--- src/rtl/imem_boot_loader.sv ---
// imem_boot_loader: instruction store with a byte-stream boot loader.
// A load is a 4-byte big-endian word count N followed by N big-endian
// 32-bit words. The processor is held in reset until the load completes.
// After that, fetches return mem[pc] one clock after pc is sampled.
//
// rx handshake: a byte moves on a rising edge only when rx_valid and
// rx_ready are both high. rx_ready depends only on the state register,
// never on rx_valid. If load_req arrives on the same edge as a byte,
// load_req wins and the byte is dropped.
module imem_boot_loader #(
   parameter int DEPTH = 64,
   parameter int AW    = 6
) (
   input  logic        clk,
   input  logic        reset,
   input  logic [31:0] pc,
   output logic [31:0] instruction,
   input  logic [7:0]  rx_data,
   input  logic        rx_valid,
   output logic        rx_ready,
   input  logic        load_req,
   output logic        cpu_reset,
   output logic        load_done,
   output logic        load_error,
   output logic [1:0]  fsm_state
);

   localparam logic [1:0] IDLE   = 2'd0;
   localparam logic [1:0] HEADER = 2'd1;
   localparam logic [1:0] LOAD   = 2'd2;
   localparam logic [1:0] RUN    = 2'd3;

   localparam logic [AW:0] ADDR_ONE = {{AW{1'b0}}, 1'b1};

   logic [1:0]  state;
   logic [1:0]  byte_idx;
   logic [AW:0] addr;
   logic [AW:0] n_words;
   logic [23:0] shift;
   logic        err_q;

   logic [31:0] mem [DEPTH];

   logic        xfer;
   logic        last_byte;
   logic [31:0] full_word;
   logic [AW:0] addr_nxt;
   logic        pc_in_range;

   assign xfer        = rx_valid && rx_ready && !load_req;
   assign last_byte   = xfer && (byte_idx == 2'd3);
   assign full_word   = {shift, rx_data};
   assign addr_nxt    = addr + ADDR_ONE;
   assign pc_in_range = (pc < 32'(DEPTH));

   // Outputs decoded straight from the state register.
   assign rx_ready   = (state == HEADER) || (state == LOAD);
   assign cpu_reset  = (state != RUN);
   assign load_done  = (state == RUN);
   assign load_error = err_q;
   assign fsm_state  = state;

   // Loader FSM: header collection, word assembly, address counting.
   always_ff @(posedge clk or posedge reset) begin
      if (reset) begin
         state    <= IDLE;
         byte_idx <= 2'd0;
         addr     <= '0;
         n_words  <= '0;
         shift    <= '0;
         err_q    <= 1'b0;
      end else if (load_req) begin
         state    <= HEADER;
         byte_idx <= 2'd0;
         addr     <= '0;
         err_q    <= 1'b0;
      end else begin
         case (state)
            HEADER: begin
               if (xfer) begin
                  byte_idx <= byte_idx + 2'd1;
                  shift    <= {shift[15:0], rx_data};
                  if (last_byte) begin
                     if (full_word == 32'd0) begin
                        state <= RUN;
                     end else if (full_word > 32'(DEPTH)) begin
                        err_q <= 1'b1;
                        state <= IDLE;
                     end else begin
                        n_words <= full_word[AW:0];
                        addr    <= '0;
                        state   <= LOAD;
                     end
                  end
               end
            end
            LOAD: begin
               if (xfer) begin
                  byte_idx <= byte_idx + 2'd1;
                  shift    <= {shift[15:0], rx_data};
                  if (last_byte) begin
                     addr <= addr_nxt;
                     if (addr_nxt == n_words) begin
                        state <= RUN;
                     end
                  end
               end
            end
            default: begin
               // IDLE and RUN wait for load_req, handled above.
            end
         endcase
      end
   end

   // Instruction store write port; memory is never cleared.
   always_ff @(posedge clk) begin
      if ((state == LOAD) && last_byte) begin
         mem[addr[AW-1:0]] <= full_word;
      end
   end

   // Registered fetch: zero outside RUN, on a reload request, or out of range.
   always_ff @(posedge clk or posedge reset) begin
      if (reset) begin
         instruction <= 32'd0;
      end else if ((state == RUN) && !load_req && pc_in_range) begin
         instruction <= mem[pc[AW-1:0]];
      end else begin
         instruction <= 32'd0;
      end
   end

endmodule

--- config.mk ---
export PLATFORM = sky130hd
export DESIGN_NAME = imem_boot_loader
export DESIGN_NICKNAME = d
export VERILOG_FILES = /design/src/rtl/imem_boot_loader.sv
export SDC_FILE = /design/constraint.sdc
export NUM_CORES = 2
export LEC_CHECK = 0
export BUFFER_PORTS_ARGS = -buffer_cell sky130_fd_sc_hd__buf_4
export CORE_MARGIN = 1.5
export CORE_UTILIZATION = 40
export DETAILED_ROUTE_END_ITERATION = 8
export GPL_ROUTABILITY_DRIVEN = 0
export PLACE_DENSITY = 0.66
export SLEW_MARGIN = 20
export SYNTH_ARGS = -nofsm -noshare
export SYNTH_HDL_FRONTEND = slang
export SYNTH_SLANG_ARGS = --single-unit
--- constraint.sdc ---
create_clock -name clk -period 9.3 [get_ports clk]
set_input_delay 0.93 -clock clk [delete_from_list [all_inputs] [get_ports clk]]
set_output_delay 0.93 -clock clk [all_outputs]
set_load 0.02 [all_outputs]
==> results.sh <==
export IMPL_outcome="completed"
export IMPL_crit_fanout=19
export IMPL_post_place_ws_ns=4.93
export IMPL_ioPinCount=82
export IMPL_yosysSeqAreaShare_pct=77.9
export IMPL_postCtsSetupBuffers=0
export IMPL_dpl_hpwl_um=105000
export IMPL_synth_nets=3634
export IMPL_fmax_mhz=247
export IMPL_top_usage_layer="met2"
export IMPL_grtUsageMet3_pct=3.64
export IMPL_io_buffers=81
export IMPL_drt_total_wl_um=201000
export IMPL_start_util_pct=40.3
export IMPL_numClockSinks=2123
export IMPL_drc=0
export IMPL_grt_pass1_wl_um=288000
export IMPL_die_height_um=454
export IMPL_setup_worst_path_start="fsm_state[0]$_DFFE_PP0P_"
export IMPL_period_share_pct=43.5
export IMPL_path_class="flop to flop"
export IMPL_ctsHoldBuffers=0
export IMPL_cpMostUsedCell="nand3_1"
export IMPL_fillers=16300
export IMPL_maxCapViolCount=0
export IMPL_hold_slack_ns=0.245
export IMPL_fin_nets=3843
export IMPL_antenna_found_initial=3
export IMPL_slew_headroom_pct=24.7
export IMPL_wl_per_cell_um=30.3
export IMPL_synth_area_leader_cell="edfxtp_1"
export IMPL_ir_worst_vdd_mv=0.209
export IMPL_die_area_um2=206000
export IMPL_reg2reg_depth=8
export IMPL_r2r_end="mem[63][5]$_DFFE_PP_"
export IMPL_synth_cell_types=57
export IMPL_grtUsageTotal_pct=19.6
export IMPL_routed_via_density=5.78
export IMPL_setup_violations_final=0
export IMPL_grt_pass1_vias=39000
export IMPL_first_pass_iters=5
export IMPL_ctsResizeCount=0
export IMPL_clock_latency_ns=0.84
export IMPL_gr_total_overflow=0
export IMPL_crit_path_top_delay_cell="nor2_4"
export IMPL_grt_use_met2_pct=31.8
export IMPL_hold_class="input port to async pin"
export IMPL_clkTransAtPathRegs_ns=0.06
export IMPL_synth_top_area_share_pct=75.6
export IMPL_fin_crit_ns=4.05
export IMPL_synth_most_common_cell="edfxtp_1"
export IMPL_synth_common_cells="edfxtp_1 (2048), mux4_2 (513), mux2i_1 (128)"
export IMPL_worstMarginPinSlew_ns=1.13
export IMPL_cts_tree="yes"
export IMPL_synth_area_leaders="edfxtp_1 (76%), mux4_2 (14%), dfrtp_1 (2.3%)"
export IMPL_ff2ff_setup_slack_ns=5.25
export IMPL_core_um2=202000
export IMPL_syn_area_um2=81400
export IMPL_die_w_um=454
export IMPL_syn_inst=3585
export IMPL_syn_area_per_cell_um2=22.7
export IMPL_synth_top_flop_cell="edfxtp_1"
export IMPL_hold_viol=0
export IMPL_finalSetupTns_ns=0
export IMPL_crit_path_end="mem[63][5]$_DFFE_PP_"
export IMPL_area_growth_pct=13.5
export IMPL_cts_buffers=198
export IMPL_arrival_ns=4.53
export IMPL_powerDensity_nw_per_um2=232
export IMPL_r2r_start="fsm_state[0]$_DFFE_PP0P_"
export IMPL_path_cells="inv_1 -> ha_1 -> nor2b_1 -> nand3_1 -> nor2_1 -> nand3_1 -> nor2_4 -> buf_4"
export IMPL_drtIter0Drc=4591
export IMPL_layout_drive_gt1_share_pct=29.5
export IMPL_yosys_warnings=0
export IMPL_grtUsageMet1_pct=26.7
export IMPL_p_leak_nw=29.0
export IMPL_slowest_delay_ns=0.69
export IMPL_finClkSkew_ns=0.0345
export IMPL_synth_edff_count=2048
export IMPL_cp_required_ns=9.79
export IMPL_cts_root_buf="clkbuf_16"
export IMPL_rsz0062_at_grt="no"
export IMPL_synth_seq_cells=2123
export IMPL_num_vias=38400
export IMPL_cts_htree_levels=4
export IMPL_async_flop_share_pct=3.53
export IMPL_finalMaxSlewViolations=0
export IMPL_clockBufferDepth=3
export IMPL_grt_max_degree=105
export IMPL_detail_route_antenna_nets=0
export IMPL_endpoint_kind="flop"
export IMPL_start_kind="flop"
export IMPL_setup_slack_ns=5.25
export IMPL_rows=165
[how the worst min path moves through the flow]
stage | startpoint | endpoint | slack (ns) | depth (start not counted)
final | reset | instruction[24]$_DFF_PP0_ | 0.25 | 2
after global routing | reset | instruction[26]$_DFF_PP0_ | 0.26 | 2
after CTS | reset | instruction[26]$_DFF_PP0_ | 0.22 | 2
after detailed placement | n_words[4]$_DFFE_PP0P_ | n_words[4]$_DFFE_PP0P_ | 0.50 | 1
after global placement | n_words[4]$_DFFE_PP0P_ | n_words[4]$_DFFE_PP0P_ | 0.49 | 1
after floorplan | n_words[4]$_DFFE_PP0P_ | n_words[4]$_DFFE_PP0P_ | 0.48 | 1
[layout make-up]
type,instances,area (um2),area share [%]
diodes,2,5.00,0.00542
clock buffers,248,5390,5.84
clock inverters,121,1080,1.17
inverters,9,36.3,0.0393
multi-input cells,1257,17400,18.9
flip-flops and latches,2123,63400,68.7
well taps,2672,3340,3.62
repair buffers,205,1640,1.78
[kinds of logic after synthesis]
group | count (synthesis) | synth area share [%]
flops | 2123 | 77.9
mux | 703 | 16.6
compound gates | 280 | 2.46
simple gates | 259 | 1.51
buf+inv | 205 | 1.35
xor+xnor | 10 | 0.108
fa+ha+maj | 5 | 0.0769
[cell usage in the layout (no fill, tap or decap), types with 5 or more instances in the layout]
cell	count
a211oi_1	33
ha_1	5
clkinvlp_4	7
bufinv_16	17
a221oi_1	32
nor2b_1	36
clkbuf_16	206
buf_12	6
a22oi_1	61
nor2_1	15
o22ai_1	33
dfrtp_2	21
nand3b_1	5
xnor2_1	7
nand2_1	81
o2bb2ai_1	31
nor2_4	66
clkbuf_8	8
a21oi_1	36
edfxtp_1	2048
clkinv_2	33
mux2_2	60
buf_4	195
mux4_2	513
nor4_1	12
o21ai_0	34
inv_1	8
clkinv_4	7
dfrtp_1	51
nand3_1	14
mux2i_1	128
clkbuf_1	34
clkinv_1	47
inv_6	6
[per-layer routing]
layer	wire, um	share of wire (%)	up-vias
met1	79800	40	20700
met5	0	0	-
li1	-	-	15700
met4	6680	3.3	0
met3	16200	8.0	283
met2	98600	49	1704
[critical path: cells and delay by family (launching register included)]
family,cells,cell delay [ns]
AND/OR/NAND/NOR,5,2.54
adder cells (fa/ha/maj),1,0.21
buffers and inverters,2,0.49
flip-flops,1,0.43
[through the flow]
stage / instances / utilization [%] / instance area, um2 / total power (W)
3_3_place_gp: 6265 / 42.5 / 85900 / 0.0135
6_report: 6637 / 45.7 / 92400 / 0.0215
5_1_grt: 6636 / 45.7 / 92400 / 0.0220
2_1_floorplan: 3585 / - / 81400 / 0.0126
4_1_cts: 6635 / 45.7 / 92400 / 0.0216
3_5_place_dp: 6266 / 42.5 / 85900 / 0.0136
[report_power, final]
part / internal, W / total (W) / switching, W
logic: 0.000384 / 0.00177 / 0.00139
clock network: 0.00458 / 0.00808 / 0.00350
registers: 0.0114 / 0.0116 / 0.000159
[sequential cells by signal (all words and copies together) (netlist names)]
register and count:
addr 7, n_words 7, load_error 1, byte_idx 2
instruction 32, fsm_state 2, mem 2048, shift 24
No activity file was read; power rests on OpenSTA's default activity.
